$ cat src/rtl/sort_pkg.sv
// sort_pkg: shared constants and types for the sort_loader / sort_buf slice
// that feeds the 32-entry bubble-sort block.
package sort_pkg;

    localparam int N_ELEM      = 32;     // entries per frame (sorter width)
    localparam int ELEM_W      = 7;      // bits per entry
    localparam int FRAME_CNT_W = 8;      // completed-frame counter width

    // Fill value for short frames; all-ones so padding sorts to the top.
    localparam logic [ELEM_W-1:0] PAD_VAL = 7'h7F;

    typedef enum logic [1:0] {
        LOAD  = 2'd0,
        START = 2'd1,
        WAIT  = 2'd2,
        ACK   = 2'd3
    } loader_state_t;

endpackage

$ cat src/rtl/sort_buf.sv
// sort_buf: N_ELEM x ELEM_W frame register array. One write port, an
// optional pad-fill of every entry above the written index, a synchronous
// clear, and the whole array presented as a flat bus (entry 0 in the LSBs).
module sort_buf #(
    parameter int N_ELEM = sort_pkg::N_ELEM,
    parameter int ELEM_W = sort_pkg::ELEM_W,
    localparam int IDX_W = $clog2(N_ELEM)
) (
    input  logic                     clk,
    input  logic                     clear,
    input  logic                     we,
    input  logic [IDX_W-1:0]         idx,
    input  logic [ELEM_W-1:0]        data,
    input  logic                     pad,
    output logic [N_ELEM*ELEM_W-1:0] a_flat
);
    import sort_pkg::*;

    // Frame storage: clear wins; otherwise write entry idx and, when pad is
    // set, fill every higher entry with PAD_VAL on the same edge.
    // NOTE: this array is cleared on reset on purpose -- a reset must discard
    // a partial frame and present zeros, so it cannot be left unreset like RAM.
    always_ff @(posedge clk) begin
        if (clear) begin
            a_flat <= '0;
        end else if (we) begin
            for (int i = 0; i < N_ELEM; i++) begin
                if (IDX_W'(i) == idx) begin
                    a_flat[i*ELEM_W +: ELEM_W] <= data;
                end else if (pad && (IDX_W'(i) > idx)) begin
                    a_flat[i*ELEM_W +: ELEM_W] <= ELEM_W'(PAD_VAL);
                end
            end
        end
    end

endmodule

$ cat src/rtl/sort_loader.sv
// sort_loader: collects a serial valid/ready stream of ELEM_W-bit values into
// one N_ELEM-entry frame, presents it on a_flat, pulses start, waits for the
// sorter's sort_done level, pulses ack and reopens for the next frame.
// Optional feature macro: SORT_LOADER_PAD_EN adds in_last, which ends a frame
// early and pads the remaining entries with PAD_VAL.
module sort_loader #(
    parameter int N_ELEM = sort_pkg::N_ELEM,
    parameter int ELEM_W = sort_pkg::ELEM_W
) (
    input  logic                              clk,
    input  logic                              reset,
    input  logic                              in_valid,
    input  logic [ELEM_W-1:0]                 in_data,
`ifdef SORT_LOADER_PAD_EN
    input  logic                              in_last,
`endif
    output logic                              in_ready,
    output logic [N_ELEM*ELEM_W-1:0]          a_flat,
    output logic                              start,
    input  logic                              sort_done,
    output logic                              ack,
    output logic                              busy,
    output logic [sort_pkg::FRAME_CNT_W-1:0]  frame_cnt
);
    import sort_pkg::*;

    localparam int               IDX_W    = $clog2(N_ELEM);
    localparam logic [IDX_W-1:0] IDX_LAST = IDX_W'(N_ELEM - 1);

    loader_state_t    state;
    logic [IDX_W-1:0] idx;
    logic             xfer;
    logic             pad_req;
    logic             frame_end;

`ifdef SORT_LOADER_PAD_EN
    assign pad_req = in_last;
`else
    assign pad_req = 1'b0;
`endif

    // Ready only while loading, and never while reset is asserted.
    assign in_ready  = (state == LOAD) && !reset;
    assign xfer      = in_valid && in_ready;
    assign frame_end = (idx == IDX_LAST) || pad_req;

    // Control FSM, write index and completed-frame counter.
    always_ff @(posedge clk) begin
        if (reset) begin
            state     <= LOAD;
            idx       <= '0;
            start     <= 1'b0;
            ack       <= 1'b0;
            busy      <= 1'b0;
            frame_cnt <= '0;
        end else begin
            // NOTE: non-blocking assignments throughout: every branch below
            // reads the pre-edge state, and these defaults make start/ack
            // single-cycle pulses unless a branch re-asserts them.
            start <= 1'b0;
            ack   <= 1'b0;
            case (state)
                LOAD: begin
                    if (xfer) begin
                        if (frame_end) begin
                            state <= START;
                            idx   <= '0;
                            start <= 1'b1;
                            busy  <= 1'b1;
                        end else begin
                            idx <= idx + 1'b1;
                        end
                    end
                end
                START: begin
                    state <= WAIT;
                end
                WAIT: begin
                    if (sort_done) begin
                        state <= ACK;
                        ack   <= 1'b1;
                    end
                end
                ACK: begin
                    state     <= LOAD;
                    busy      <= 1'b0;
                    frame_cnt <= frame_cnt + 1'b1;
                end
                default: begin
                    state <= LOAD;
                end
            endcase
        end
    end

    sort_buf #(
        .N_ELEM (N_ELEM),
        .ELEM_W (ELEM_W)
    ) u_buf (
        .clk    (clk),
        .clear  (reset),
        .we     (xfer),
        .idx    (idx),
        .data   (in_data),
        .pad    (pad_req),
        .a_flat (a_flat)
    );

endmodule

$ cat config.mk
export PLATFORM = sky130hd
export DESIGN_NAME = sort_loader
export DESIGN_NICKNAME = d
export VERILOG_FILES = /design/src/rtl/sort_pkg.sv /design/src/rtl/sort_buf.sv /design/src/rtl/sort_loader.sv
export SDC_FILE = /design/constraint.sdc
export NUM_CORES = 1
export LEC_CHECK = 0
export CAP_MARGIN = 25
export CORE_ASPECT_RATIO = 0.8
export CORE_UTILIZATION = 25
export CTS_CLUSTER_DIAMETER = 50
export DETAILED_ROUTE_END_ITERATION = 7
export PLACE_DENSITY_LB_ADDON = 0.05
export SYNTH_ARGS = -nofsm -noshare
export SYNTH_HDL_FRONTEND = slang
export SYNTH_SLANG_ARGS = --single-unit
$ cat constraint.sdc
create_clock -name clk -period 3.4 [get_ports clk]
set_input_delay 0.51 -clock clk [delete_from_list [all_inputs] [get_ports clk]]
set_output_delay 0.51 -clock clk [all_outputs]
set_load 0.005 [all_outputs]
# Yosys cells after proc, flatten, opt, wreduce, memory -nomap -nowiden
# Index checks and enable logic that the tools add are counted.
word_totals:
  word_cells: 134
  register_bits: 242
op_classes:
  addsub: 2
  bitwise_logic: 3
  n_mux: 10
  n_reduce_logical: 43
  n_eq_ne: 38
ops:
  columns: ["operator", "count"]
  rows:
  - ["5-bit == test, first input constant", 16]
  - ["2-bit AND reduction", 33]
  - ["4-bit by 5-bit == test with 1-bit output, first input constant", 8]
  - ["3-bit by 5-bit == test with 1-bit output, first input constant", 4]
  - ["2-bit by 5-bit == test with 1-bit output, first input constant", 2]
  - ["8-bit by 1-bit adder with 8-bit output, second input constant", 1]
  - ["2-bit one-hot mux with 4 select lines", 1]
  - ["2-bit 2-to-1 mux", 3]
  - ["3-bit AND reduction", 2]
  - ["5-bit by 1-bit adder with 5-bit output, second input constant", 1]
  - ["1-bit by 5-bit == test with 1-bit output, first input constant", 1]
  - ["5-bit == test, second input constant", 1]
  - ["5-bit zero test", 1]
  - ["5-bit 2-to-1 mux", 1]
  - ["2-bit == test, second input constant", 2]
  - ["1-bit 2-to-1 mux", 4]
  - ["2-bit inequality test, second input constant", 2]
  - ["1-bit NOT", 3]
  - ["3-bit OR reduction", 1]
  - ["2-bit by 1-bit == test with 1-bit output, second input constant", 1]
  - ["1-bit logical AND", 2]
  - ["2-bit zero test", 1]
  - ["2-bit by 1-bit inequality test with 1-bit output, second input constant", 1]
  - ["1-bit one-hot mux with 2 select lines", 1]
  - ["other kinds (3)", 3]

# Depth between registers and ports, before layout
depth:
  ltp_word: 5
  depth_mapped: 9

# By module
# Synthesis repeated with hierarchy kept, for this count alone.
hier_totals:
  hier_cells: 915
  hier_area_um2: 9230.1
modules_own_cells:
  columns: ["mod", "seq_area_each_um2", "area_each_um2", "cells_per_inst", "n_inst"]
  rows:
  - ["sort_buf", 4484.3, 8396.8, 821, 1]
  - ["sort_loader", 360.3, 833.3, 94, 1]

# Least setup slack after synthesis
# Ideal clock, no wire load.
synth_timing:
  path_kind: "flip-flop to flip-flop"
  from: "register idx[3]"
  to: "register u_buf.a_flat[217]"
  arrival_ns: 1.833
  period_less_slack_ns: 1.903
  path_buffers: 3
  setup_time_ns: 0.070
  setup_slack_ns: 1.497
  path_stages_with_launch: 10
  required_ns: 3.330
  path_cell_list: "dfxtp_1 > buf_6 > buf_2 > and3_1 > ha_1 > clkbuf_1 > nand4b_1 > clkinv_1 > nand2_1 > a21oi_1"
synth_between:
  elab_chain_cells: 2
synth_lines:
  columns: ["element", "line", "source"]
  rows:
  - ["from (decl)", "sort_loader.sv:31", "logic [IDX_W-1:0] idx;"]
  - ["from (signal assigned)", "sort_loader.sv:71", "idx <= idx + 1'b1;"]
  - ["5-bit == test", "sort_buf.sv:28", "if (IDX_W'(i) == idx) begin"]
  - ["2-bit AND reduction (no source line)", null, null]
  - ["to (signal, indexed assignment)", "sort_buf.sv:29", "a_flat[i*ELEM_W +: ELEM_W] <= data;"]
  - ["to (signal, indexed assignment)", "sort_buf.sv:31", "a_flat[i*ELEM_W +: ELEM_W] <= ELEM_W'(PAD_VAL);"]
  - ["to (decl)", "sort_buf.sv:15", "output logic [N_ELEM*ELEM_W-1:0] a_flat"]
# Every way passes these cells.
# A chain may end at the register's enable or synchronous reset.

# Worst setup path after layout
layout_timing:
  from: "register state[0]"
  to: "output in_ready"
layout_between:
  elab_chain_cells: 2
layout_lines:
  columns: ["element", "line", "source"]
  rows:
  - ["from (decl)", "sort_loader.sv:30", "loader_state_t state;"]
  - ["from (signal assigned)", "sort_loader.sv:50", "state <= LOAD;"]
  - ["from (signal assigned)", "sort_loader.sv:66", "state <= START;"]
  - ["from (signal assigned)", "sort_loader.sv:76", "state <= WAIT;"]
  - ["2-bit zero test", "sort_loader.sv:43", "assign in_ready = (state == LOAD) && !reset;"]
  - ["1-bit logical AND", "sort_loader.sv:43", null]
  - ["to (decl)", "sort_loader.sv:17", "output logic in_ready,"]
# Every way passes these cells.

==> reports/metrics.cfg <==
[run_status]
outcome = finished clean

[final_layout]
postLayoutCellArea_um2 = 13600
final_cell_mix = dfxtp_1 (242), clkdlybuf4s50_1 (239), a21oi_1 (226), nand3_1 (216), o21ai_0 (198)
diodes = 0
drive_gt1_share_pct = 7.62
syn2layout_area_growth_pct = 39.3
utilization_pct = 35.4
nets = 1353
layout_commonest_cell = dfxtp_1

[clock_network]
cts_tree = built
ctsResizeCount = 0
cts_sinks = 242
numCtsBuffers = 36
clock_path_buffers = 3
h-tree-depth = 2
cts_hold_buf = 0
post_cts_buffers = 0
clock_latency_ns = 0.52
clockRootBuffer = clkbuf_16
clk_pin_slew_ns = 0.05

[timing]
finalSetupViolations = 0
tightest_slew_ns = 1.09
max_freq_mhz = 364
max_slew_margin_pct = 27.1
min_period_over_period_pct = 80.7
drv_slew = 0
whs_ns = 0.405
rsz0062_at_grt = no
period_needed_ns = 2.74
hold_viol_final = 0
tns_ns = 0
finClkSkew_ns = 0.0148

[die]
start_util_pct = 25.4
core_area_um2 = 38400
die_area_um2 = 39800
die_y_um = 179
pin_count = 247
row_count = 64
die_w_um = 223

[synthesis]
ys_top_cells_by_area = dfxtp_1 (50%), a21oi_1 (12%), nand3_1 (11%)
synth_cells = 1170
synth-edff-count = 0
synthArstFlopShare_pct = 0
yosys.area.top_type = dfxtp_1
yosys_warnings = 0
synth_top_area_share_pct = 49.7
synth-seq-cells = 242
yosysSeqAreaShare_pct = 49.7
synth_area_um2 = 9750
synth_ff_type = dfxtp_1
ys_types = 44
syn_nets = 1191
syn_avg_cell_area_um2 = 8.34

[placement]
placed_cell_area_um2 = 12300
io_buffers = 246
dp_hpwl_um = 24900
gp_congestion = 0.704

[setup_path]
regToRegStartpoint = state[0]$_SDFFE_PP0P_
cpMaxStageDelayCell = ha_1
cp-end-kind = primary output
r2r_setup_slack_ns = 0.98
crit_type = flop to primary output
ff2ff_path_depth = 6
critPathMaxStageDelay_ns = 0.60
critPathMaxFanout = 19
crit_path_start_kind = flop
critical_path.top_delay_family = adder cells
arrival_ns = 2.23
cp_num_buf_inv = 2
r2r_end = u_buf.a_flat[176]$_SDFFE_PP0P_
crit_chain = inv_1, ha_1, nor2b_1, clkdlybuf4s50_1
required_ns = 2.89

[power]
p_per_area_nw_per_um2 = 538
finalPower_w = 0.00731
peakVddDrop_uv = 258
leakagePower_nw = 4.36

[drt]
drt_iter0_drc = 694
vias = 9390
drt_wl_total_um = 41800
firstDrtPassIters = 4
viasPerCell = 5.09
drtAntennaViolNets = 0
drc = 0
wl_per_cell_um = 22.6

[global_routing]
track_usage_pct = 20.5
antenna_found_initial = 0
grt_first_pass_wirelength_um = 61100
grt_overflow_total = 0
grt_pass1_vias = 8937
grt_max_degree = 91

[worst_hold_path]
hp-start = in_data[5]
holdPathEnd = u_buf.a_flat[222]$_SDFFE_PP0P_
holdPathStages = 3
hp-class = primary input to flop

[flow_run]
max_cap_viol_count = 0

state kept, by name (all words and copies together), names as in the netlist:
signal,count
start,1
state,2
u_buf.a_flat,224
idx,5
frame_cnt,8
busy,1
ack,1
how the worst max path moves through the flow:
stage                          startpoint  slack (ns)                              to  depth (start not counted)
finish              state[0]$_SDFFE_PP0P_        0.66                        in_ready                          4
global route        state[0]$_SDFFE_PP0P_        0.50                        in_ready                          4
CTS                 state[0]$_SDFFE_PP0P_        0.61                        in_ready                          4
detailed placement               in_valid        0.85  u_buf.a_flat[176]$_SDFFE_PP0P_                          5
global placement                 in_valid        0.89  u_buf.a_flat[178]$_SDFFE_PP0P_                          5
floorplan             idx[3]$_SDFFE_PP0P_        1.50  u_buf.a_flat[217]$_SDFFE_PP0P_                          9
synthesized netlist by cell type, types with 8 or more instances:
library cell,n
dfxtp_1,242
mux2i_1,9
buf_1,8
o21ai_1,17
a21oi_1,226
nand2_1,17
o21ai_0,198
nand3_1,216
clkbuf_1,79
ha_1,10
nor2_1,17
buf_2,45
buf_4,9
per-stage QoR:
| step | setup WS, ns | cells |
|---|---|---|
| after CTS | 0.611 | 1843 |
| final | 0.656 | 1846 |
| after global placement | 0.892 | 1785 |
| after floorplan | 1.50 | 1170 |
| after global routing | 0.504 | 1846 |
| after detailed placement | 0.849 | 1786 |
cell families after synthesis:
kind of cell	Yosys count	synth area share [%]
compound gates	447	23.1
xor+xnor	4	0.359
fa+ha+maj	10	1.28
buf+inv	153	7.20
flops	242	49.7
mux	9	0.924
simple gates	305	17.5
area by class of cell:
| cell class | count | area (um2) |
|---|---|---|
| Clock buffer | 43 | 978 |
| Clock inverter | 14 | 216 |
| Fill cell | 3893 | 24800 |
| Inverter | 7 | 26.3 |
| Multi-Input combinational cell | 775 | 4220 |
| Sequential cell | 242 | 4840 |
| Tap cell | 495 | 619 |
| Timing Repair Buffer | 270 | 2690 |
tightest hold or removal path: stages:
cell,delay [ns]
buf_2,0.21
nand2_1,0.09
a21oi_1,0.06
per-layer routing:
layer / GRT usage, % / share of wire (%) / vias up
met5: 0 / 0 / -
met4: 4.71 / 1.5 / 0
met3: 5.52 / 6.9 / 47
met2: 31.1 / 44 / 283
met1: 28.8 / 48 / 4563
li1: - / - / 4497
power breakdown:
part           switching [W]  internal (W)
Sequential         0.0000219       0.00287
Clock                0.00138       0.00242
Combinational       0.000465      0.000160
Note: power is estimated with default switching activity, not from simulation.
